`src/rtl/mul_div_unit_pkg.sv`:
```
// Shared opcode definitions and decode helpers for the multiply/divide unit.
// Opcode values match the MDU_* encoding used by the control decoder.
package mul_div_unit_pkg;

    typedef enum logic [2:0] {
        MDU_MUL    = 3'd0,
        MDU_MULH   = 3'd1,
        MDU_MULHSU = 3'd2,
        MDU_MULHU  = 3'd3,
        MDU_DIV    = 3'd4,
        MDU_DIVU   = 3'd5,
        MDU_REM    = 3'd6,
        MDU_REMU   = 3'd7
    } mdu_op_e;

    function automatic logic op_a_signed(input mdu_op_e op);
        return op inside {MDU_MUL, MDU_MULH, MDU_MULHSU, MDU_DIV, MDU_REM};
    endfunction

    function automatic logic op_b_signed(input mdu_op_e op);
        return op inside {MDU_MUL, MDU_MULH, MDU_DIV, MDU_REM};
    endfunction

    function automatic logic op_is_div(input mdu_op_e op);
        return op inside {MDU_DIV, MDU_DIVU, MDU_REM, MDU_REMU};
    endfunction

    function automatic logic op_is_rem(input mdu_op_e op);
        return op inside {MDU_REM, MDU_REMU};
    endfunction

endpackage

```
`src/rtl/mdu_shift_unit.sv`:
```
// One add/subtract step shared by the multiply and divide iterations.
// The extra top bit of the full result is the borrow when subtracting.
module mdu_shift_unit #(
    parameter int XLEN = 32
) (
    input  logic            sub,
    input  logic [XLEN:0]   x,
    input  logic [XLEN-1:0] y,
    output logic [XLEN:0]   res,
    output logic            borrow
);

    logic [XLEN+1:0] full;

    always_comb begin
        if (sub) begin
            full = {1'b0, x} - {2'b00, y};
        end else begin
            full = {1'b0, x} + {2'b00, y};
        end
    end

    assign res    = full[XLEN:0];
    assign borrow = full[XLEN+1];

endmodule

```
`src/rtl/mul_div_unit.sv`:
```
// Multi-cycle RV32M multiply/divide unit: one bit per cycle on operand magnitudes,
// sign fix-up at the end, valid/ready on both request and response sides.
module mul_div_unit
    import mul_div_unit_pkg::*;
#(
    parameter int XLEN  = 32,
    parameter int CNT_W = 6
) (
    input  logic            clk,
    input  logic            rst_n,
    input  logic            flush,
    input  logic            req_valid,
    output logic            req_ready,
    input  logic [2:0]      req_op,
    input  logic [XLEN-1:0] req_a,
    input  logic [XLEN-1:0] req_b,
    output logic            resp_valid,
    input  logic            resp_ready,
    output logic [XLEN-1:0] resp_result
);

    typedef enum logic [1:0] {
        ST_IDLE,
        ST_MUL,
        ST_DIV,
        ST_DONE
    } state_e;

    localparam logic [XLEN-1:0]  XMIN = {1'b1, {(XLEN-1){1'b0}}};
    localparam logic [CNT_W-1:0] LAST = CNT_W'(XLEN - 1);

    state_e          state;
    mdu_op_e         op_q;
    logic            neg_q;
    logic            special_q;
    logic [CNT_W-1:0] cnt;
    logic [XLEN-1:0] acc_hi;
    logic [XLEN-1:0] acc_lo;
    logic [XLEN-1:0] mag;

    mdu_op_e         in_op;
    logic            in_sa;
    logic            in_sb;
    logic            in_div;
    logic            in_rem;
    logic            div_zero;
    logic            div_ovf;
    logic [XLEN-1:0] a_mag;
    logic [XLEN-1:0] b_mag;
    logic [XLEN-1:0] special_val;

    logic            unit_sub;
    logic [XLEN:0]   unit_x;
    logic [XLEN-1:0] unit_y;
    logic [XLEN:0]   unit_res;
    logic            unit_borrow;

    logic [2*XLEN-1:0] prod;
    logic [2*XLEN-1:0] prod_s;
    logic [XLEN-1:0]   quot_s;
    logic [XLEN-1:0]   rem_s;
    logic [XLEN-1:0]   final_val;

    // Request decode: operand signs, magnitudes and the cases answered without iterating.
    always_comb begin
        in_op    = mdu_op_e'(req_op);
        in_sa    = op_a_signed(in_op) & req_a[XLEN-1];
        in_sb    = op_b_signed(in_op) & req_b[XLEN-1];
        a_mag    = in_sa ? -req_a : req_a;
        b_mag    = in_sb ? -req_b : req_b;
        in_div   = op_is_div(in_op);
        in_rem   = op_is_rem(in_op);
        div_zero = in_div && (req_b == '0);
        div_ovf  = in_div && op_b_signed(in_op) && (req_a == XMIN) && (req_b == '1);
        special_val = '0;
        if (div_zero) begin
            special_val = in_rem ? req_a : '1;
        end else if (div_ovf) begin
            special_val = in_rem ? '0 : XMIN;
        end
    end

    // Divide shifts the next dividend bit into the partial remainder; multiply adds |a| when the low bit is set.
    always_comb begin
        unit_sub = (state == ST_DIV);
        unit_x   = unit_sub ? {acc_hi, acc_lo[XLEN-1]} : {1'b0, acc_hi};
        unit_y   = (unit_sub || acc_lo[0]) ? mag : '0;
    end

    mdu_shift_unit #(
        .XLEN(XLEN)
    ) u_shift (
        .sub   (unit_sub),
        .x     (unit_x),
        .y     (unit_y),
        .res   (unit_res),
        .borrow(unit_borrow)
    );

    always_comb begin
        prod   = {acc_hi, acc_lo};
        prod_s = neg_q ? -prod : prod;
        quot_s = neg_q ? -acc_lo : acc_lo;
        rem_s  = neg_q ? -acc_hi : acc_hi;
        case (op_q)
            MDU_MUL:                         final_val = prod_s[XLEN-1:0];
            MDU_MULH, MDU_MULHSU, MDU_MULHU: final_val = prod_s[2*XLEN-1:XLEN];
            MDU_DIV, MDU_DIVU:               final_val = quot_s;
            default:                         final_val = rem_s;
        endcase
        if (special_q) begin
            final_val = acc_lo;
        end
    end

    // Control and datapath registers; DONE spends its first cycle publishing the sign-corrected result.
    always_ff @(posedge clk or negedge rst_n) begin
        if (!rst_n) begin
            state       <= ST_IDLE;
            req_ready   <= 1'b1;
            resp_valid  <= 1'b0;
            resp_result <= '0;
            op_q        <= MDU_MUL;
            neg_q       <= 1'b0;
            special_q   <= 1'b0;
            cnt         <= '0;
            acc_hi      <= '0;
            acc_lo      <= '0;
            mag         <= '0;
        end else if (flush) begin
            state      <= ST_IDLE;
            req_ready  <= 1'b1;
            resp_valid <= 1'b0;
        end else begin
            case (state)
                ST_IDLE: begin
                    if (req_valid && req_ready) begin
                        op_q      <= in_op;
                        neg_q     <= in_rem ? in_sa : (in_sa ^ in_sb);
                        special_q <= div_zero || div_ovf;
                        cnt       <= '0;
                        req_ready <= 1'b0;
                        acc_hi    <= '0;
                        if (div_zero || div_ovf) begin
                            acc_lo <= special_val;
                            state  <= ST_DONE;
                        end else if (in_div) begin
                            acc_lo <= a_mag;
                            mag    <= b_mag;
                            state  <= ST_DIV;
                        end else begin
                            acc_lo <= b_mag;
                            mag    <= a_mag;
                            state  <= ST_MUL;
                        end
                    end
                end
                ST_MUL: begin
                    acc_hi <= unit_res[XLEN:1];
                    acc_lo <= {unit_res[0], acc_lo[XLEN-1:1]};
                    cnt    <= cnt + CNT_W'(1);
                    if (cnt == LAST) begin
                        state <= ST_DONE;
                    end
                end
                ST_DIV: begin
                    if (!unit_borrow) begin
                        acc_hi <= unit_res[XLEN-1:0];
                        acc_lo <= {acc_lo[XLEN-2:0], 1'b1};
                    end else begin
                        acc_hi <= unit_x[XLEN-1:0];
                        acc_lo <= {acc_lo[XLEN-2:0], 1'b0};
                    end
                    cnt <= cnt + CNT_W'(1);
                    if (cnt == LAST) begin
                        state <= ST_DONE;
                    end
                end
                default: begin
                    if (!resp_valid) begin
                        resp_valid  <= 1'b1;
                        resp_result <= final_val;
                    end else if (resp_ready) begin
                        resp_valid <= 1'b0;
                        req_ready  <= 1'b1;
                        state      <= ST_IDLE;
                    end
                end
            endcase
        end
    end

endmodule

```
`config.mk`:
```
export PLATFORM = sky130hd
export DESIGN_NAME = mul_div_unit
export DESIGN_NICKNAME = d
export VERILOG_FILES = /design/src/rtl/mul_div_unit_pkg.sv /design/src/rtl/mdu_shift_unit.sv /design/src/rtl/mul_div_unit.sv
export SDC_FILE = /design/constraint.sdc
export NUM_CORES = 1
export LEC_CHECK = 0
export CAP_MARGIN = 20
export CELL_PAD_IN_SITES_DETAIL_PLACEMENT = 1
export CELL_PAD_IN_SITES_GLOBAL_PLACEMENT = 1
export CORE_ASPECT_RATIO = 2
export CORE_MARGIN = 3
export CORE_UTILIZATION = 23
export DETAILED_ROUTE_END_ITERATION = 7
export HOLD_SLACK_MARGIN = 0.02
export PLACE_DENSITY_LB_ADDON = 0.15
export RECOVER_POWER = 100
export SETUP_SLACK_MARGIN = 0.02
export SLEW_MARGIN = 20
export SYNTH_ARGS = -nofsm -noshare
export SYNTH_HDL_FRONTEND = slang
export SYNTH_SLANG_ARGS = --single-unit
```
`constraint.sdc`:
```
create_clock -name clk -period 5.6 [get_ports clk]
set_input_delay 1.12 -clock clk [delete_from_list [all_inputs] [get_ports clk]]
set_output_delay 1.12 -clock clk [all_outputs]
set_load 0.05 [all_outputs]
```
==> results of run 1 <==
==> final cells by class <==
| cell class | instances | area [µm²] | share of cell area |
|---|---|---|---|
| Multi-Input combinational cell | 1695 | 10600 | 0.601 |
| Sequential cell | 143 | 3580 | 0.203 |
| Timing Repair Buffer | 174 | 1550 | 0.0878 |
| Tap cell | 871 | 1090 | 0.0617 |
| Clock buffer | 17 | 425 | 0.0241 |
| Clock inverter | 14 | 206 | 0.0117 |
| Inverter | 50 | 188 | 0.0106 |
| Antenna cell | 1 | 2.50 | 0.000142 |
==> per-layer routing <==
| layer | vias to the layer above | wire (µm) | global-route usage |
|---|---|---|---|
| met5 | - | 0 | 0 |
| met2 | 383 | 43800 | 0.441 |
| li1 | 7633 | - | - |
| met4 | 0 | 6210 | 0.155 |
| met3 | 144 | 1660 | 0.0191 |
| met1 | 8252 | 27400 | 0.216 |
==> power groups by stage <==
stage               Sequential (mW)  Combinational (mW)  Clock [mW]
floorplan                      2.16                5.07           0
global placement               2.36                7.87           0
detailed placement             2.38                7.96           0
CTS                            2.36                7.99        1.31
global route                   2.44                8.58        1.36
finish                         2.36                7.89        1.29
==> cell usage in the layout, fill, tap and decap left out, types with 19 or more instances in the layout <==
cell type | netlist | routed
buf_4 | 3 | 62
inv_1 | 49 | 49
o41ai_1 | 17 | 20
nand2_1 | 242 | 242
o31ai_1 | 23 | 22
dlygate4sd3_1 | 0 | 36
a22oi_1 | 49 | 49
o22ai_1 | 22 | 22
o221ai_1 | 22 | 22
nand4_1 | 20 | 21
a21oi_1 | 204 | 203
nor2_1 | 150 | 150
xnor2_1 | 91 | 91
nor3_1 | 65 | 66
mux2_2 | 26 | 26
a31oi_1 | 29 | 29
xor2_1 | 62 | 62
dfrtp_1 | 142 | 141
nand3_1 | 58 | 58
a22o_1 | 21 | 21
mux2i_1 | 32 | 32
nor4_1 | 19 | 19
o21ai_0 | 206 | 215
clkdlybuf4s50_1 | 0 | 67
ha_1 | 43 | 42
or3_1 | 24 | 24
==> kinds of logic after synthesis <==
kind of cell | share of synthesized area
fa+ha+maj | 0.0368
simple gates | 0.219
compound gates | 0.316
xor+xnor | 0.0883
flops | 0.236
buf+inv | 0.0624
mux | 0.0412
==> flip-flops by register name, indices dropped and copies added (netlist names) <==
| signal | cells |
|---|---|
| acc_hi | 32 |
| acc_lo | 32 |
| mag | 32 |
| resp_result | 32 |
| cnt | 6 |
| op_q | 3 |
| state | 2 |
| neg_q | 1 |
| req_ready | 1 |
| resp_valid | 1 |
| special_q | 1 |
==> metrics by stage <==
step | utilization | setup slack [ns] | hold slack (ns) | cell area [µm²] | std cells
2_1_floorplan | - | 0.733 | 0.466 | 15200 | 2065
3_3_place_gp | 0.263 | 0.0588 | 0.469 | 17100 | 2933
3_5_place_dp | 0.263 | 0.0920 | 0.478 | 17100 | 2933
4_1_cts | 0.273 | 0.0470 | 0.493 | 17800 | 2964
5_1_grt | 0.271 | 0.0371 | 0.507 | 17700 | 2964
6_report | 0.271 | 0.314 | 0.478 | 17700 | 2965
==> worst max-delay path, stage by stage <==
cell and delay, ns:
clkbuf_1 1.43, nand4b_1 0.20, nor4_1 0.35, nand3_1 0.16, o2bb2ai_1 0.80, or2_2 0.27
buf_2 0.78, mux2_2 0.42
==> final timing paths <==
kind                                 startpoint               to  slack (ns)  cells after the start
worst max register to register           mag[2]       acc_hi[16]        0.43                     18
max in group asynchronous                 rst_n          mag[20]        0.92                      2
min in group asynchronous                 rst_n           cnt[4]        1.92                      1
worst min register to register  resp_result[29]  resp_result[29]        0.48                      2
worst min-delay path            resp_result[29]  resp_result[29]        0.48                      2
worst max-delay path                  req_op[2]          mag[12]        0.31                      8
==> metrics.yaml, run 1 <==
slew_viol_final: 215
dieArea_um2: 69300
vias: 16412
synth_cell_types: 96
p_leak_nw: 6.73
postCtsSetupRepairBufs: 0
vdd_ir_drop_max_mv: 0.279
critical_path_class: "primary input to flip-flop"
grt_util_all_layers: 0.224
powerDensity_nw_per_um2: 653
synth.most_common_cell: "nand2_1"
p_int_mw: 4.91
crit_fanout: 62
fmax_mhz: 189
synth-seq-cells: 143
clk_pin_slew_worst_paths_ns: 0.07
rsz0062_at_grt: "no"
synth.net_count: 2181
port_buffers: 105
yosysWarnings: 0
grt_overflow: 0
wire_per_inst_um: 26.7
slew_headroom: -1.49
ys_seq_area_frac: 0.236
cts_sinks: 143
switchingPower_mw: 6.63
grt_pass1_wl_um: 116000
die_width_um: 188
period_minus_slack_ns: 5.29
cts_buffers: 17
skew_ns: 0.0164
vias_per_cell: 5.54
min_path_type: "flip-flop to flip-flop"
rows: 132
cts-hold-fix-buffers: 0
synth_top_area_cell: "dfrtp_1"
synthTopCellsByArea: "dfrtp_1 (23%), o21ai_0 (6.8%), a21oi_1 (6.7%)"
core-area_um2: 65100
synth.cell_area_um2: 15200
first_global_vias: 17234
async_reset_ff_frac: 1.00
cts_tree: "yes"
period_share: 0.944
synth_commonest_cells: "nand2_1 (242), o21ai_0 (206), a21oi_1 (204), nor2_1 (150), dfrtp_1 (142)"
cts_resized: 0
drive_gt1_frac: 0.0817
finalWeightedCongestion: 0.938
outcome: "finished with violations"
clock-root-buffer: "clkbuf_16"
cts.htree.levels: 4
setup_viol: 0
worstMarginPinSlew_ns: 3.74
first_pass_iters: 5
cp_data_arrival_time_ns: 5.64
synth_area_per_cell_um2: 7.35
antenna_found_initial: 1
power.share.switching: 0.575
synth_top_flop_cell: "dfrtp_1"
synth_top_cell_area_share: 0.234
clk_latency_ns: 0.48
io_pins: 106
postRouteAntennaNets: 0
drv_cap: 4
drcViolationCount: 0
end_kind: "flip-flop"
cts.path.max_buffers: 2
start_util: 0.233
p_total_mw: 11.5
cp.required_ns: 5.95
die_h_um: 369
synth-edff-count: 0
drt-initial-drc-count: 852
clkPwrFrac: 0.112
hpwlAfterDp_um: 64200
finalHoldViolations: 0
violations: "capacitance limit, slew limit"
grt_max_degree: 73
finalSetupTns_ns: 0
area_growth_pct: 16.4
startpoint_type: "primary input"
final_nets: 2197
fillers: 7899
syn_inst: 2065
power_frac_comb: 0.684
pwr-share-seq: 0.204
totalWireLength_um: 79000
(Power assumes the default switching activity.)
==> inputs of run 2 (changes only) <==
Settings changed: CTS_CLUSTER_SIZE set to 40.
==> results of run 2 <==
No change in the layout: final DEF, timing and power equal those of run 1.
==> inputs of run 3 (changes only) <==
Settings changed: ABC_CLOCK_PERIOD_IN_PS set to 5600, CTS_BUF_LIST set to sky130_fd_sc_hd__clkbuf_2 sky130_fd_sc_hd__clkbuf_4 sky130_fd_sc_hd__clkbuf_8, GPL_ROUTABILITY_DRIVEN set to 0.
==> run 3 against run 2 <==
  * Fmax rose by 0.87%
  * The run still ends with capacitance limit, slew limit left
  * Highest routed layer unchanged
  * Utilization fell by 0.39 points
  * Critical path type unchanged
  * Sequential share of layout area rose by 0.29 points
  * Critical path depth did not move
  * Non-clock buffer count fell by 9
  * Die area did not move
==> metrics.yaml, run 3 (same netlist as run 1, synthesis figures left out) <==
grt_use_met1: 0.207
drt-initial-drc-count: 674
slew_viol_final: 207
met3_usage: 0.0209
outcome: "finished with violations"
critical_path_class: "primary input to flip-flop"
startpoint_type: "primary input"
worstMarginPinSlew_ns: 3.74
finalHoldViolations: 0
violations: "capacitance limit, slew limit"
vias_per_cell: 5.49
grt_pass1_wl_um: 112000
fmax_mhz: 191
fillers: 8003
vias: 16220
cts_tree: "yes"
skew_ns: 0.0213
cts_sinks: 143
cts.path.max_buffers: 2
crit_fanout: 62
port_buffers: 105
min_path_type: "flip-flop to flip-flop"
cp.required_ns: 6.03
top_usage_layer: "met2"
start_util: 0.233
dieArea_um2: 69300
cp_data_arrival_time_ns: 5.67
first_global_vias: 17037
end_kind: "flip-flop"
totalWireLength_um: 76000
die_h_um: 369
finalWorstSetupSlack_ns: 0.359
period_share: 0.936
area_growth_pct: 14.8
powerDensity_nw_per_um2: 627
drv_cap: 4
cts.htree.levels: 4
wire_per_inst_um: 25.7
vdd_ir_drop_max_mv: 0.247
post-place-ws_ns: 0.118
hold_slack_ns: 0.486
grt_util_all_layers: 0.215
die_width_um: 188
clock-root-buffer: "clkbuf_8"
core-area_um2: 65100
grt_overflow: 0
finalSetupTns_ns: 0
final_common_cell: "nand2_1"
clk_pin_slew_worst_paths_ns: 0.09
grt_max_degree: 65
slew_headroom: -1.49
layout_common_cells: "nand2_1 (242), o21ai_0 (214), a21oi_1 (203)"
final_nets: 2188
drive_gt1_frac: 0.0806
antenna_found_initial: 1
postRouteAntennaNets: 0
first_pass_iters: 5
register_area_um2: 3580
p_leak_nw: 6.60
rows: 132
cts_buffers: 17
multi_input_area_um2: 10600
io_pins: 106
rsz0062_at_grt: "no"
clk_latency_ns: 0.55
met2_usage: 0.421
period_minus_slack_ns: 5.24
drcViolationCount: 0
setup_viol: 0
hpwlAfterDp_um: 61800
run 3: changes by cell type in the layout (fill, tap and decap cells not counted), sizes merged:
| cell | change |
|---|---|
| clkbuf | +1 |
| dlygate4sd3 | +1 |
| clkinv | +3 |
| clkinvlp | -1 |
| buf | -10 |
| clkdlybuf4s50 | -1 |
| bufinv | -1 |
run 3: layout make-up:
cell class	instances	area share
antenna	1	0.000144
clock buffer	17	0.0134
clock inverter	15	0.0116
inverter	50	0.0108
multi-input combinational	1695	0.611
sequential	143	0.206
tap	871	0.0626
timing repair buffer	165	0.0851
run 3: metrics by stage:
stage | cells | power (mW) | cell area [µm²] | utilization
after floorplan | 2065 | 7.22 | 15200 | -
after global placement | 2924 | 9.94 | 17100 | 0.262
after detailed placement | 2924 | 10.0 | 17100 | 0.262
after CTS | 2956 | 11.0 | 17500 | 0.269
after global routing | 2957 | 11.8 | 17400 | 0.268
final | 2957 | 10.9 | 17400 | 0.268
run 3: routing by layer:
layer	vias to the layer above	routed length, µm	share of wire
li1	7609	-	-
met1	8107	26700	0.35
met2	362	41600	0.55
met3	142	1690	0.022
met4	0	5910	0.078
met5	-	0	0
run 3: path summary, 6_finish.rpt:
path | from | endpoint | slack [ns] | cells past startpoint
worst max-delay path | req_a[8] | mag[19] | 0.36 | 8
worst min-delay path | resp_result[17] | resp_result[17] | 0.49 | 2
worst max register to register | mag[2] | acc_hi[31] | 0.36 | 17
worst min register to register | resp_result[17] | resp_result[17] | 0.49 | 2
max in group asynchronous | rst_n | mag[29] | 1.07 | 2
min in group asynchronous | rst_n | cnt[4] | 1.83 | 1
run 3: where the power goes:
part | total, mW | internal, mW | switching (mW)
Combinational | 7.61 | 2.65 | 4.97
Clock | 0.969 | 0.454 | 0.515
Sequential | 2.34 | 1.45 | 0.881
run 3: worst max-delay path, stage by stage:
cell and delay [ns]:
clkdlybuf4s50_1 0.53, or4_1 0.63, nor3_1 0.64, nand4b_1 0.36
o2bb2ai_1 0.81, or2_2 0.27, clkbuf_2 0.83, mux2_2 0.42
run 3: repair_timing:
action	CTS	global route
endpoints found under the setup margin	0	19
gates resized for setup	0	3
hold buffers	0	0
buffers inserted	0	0
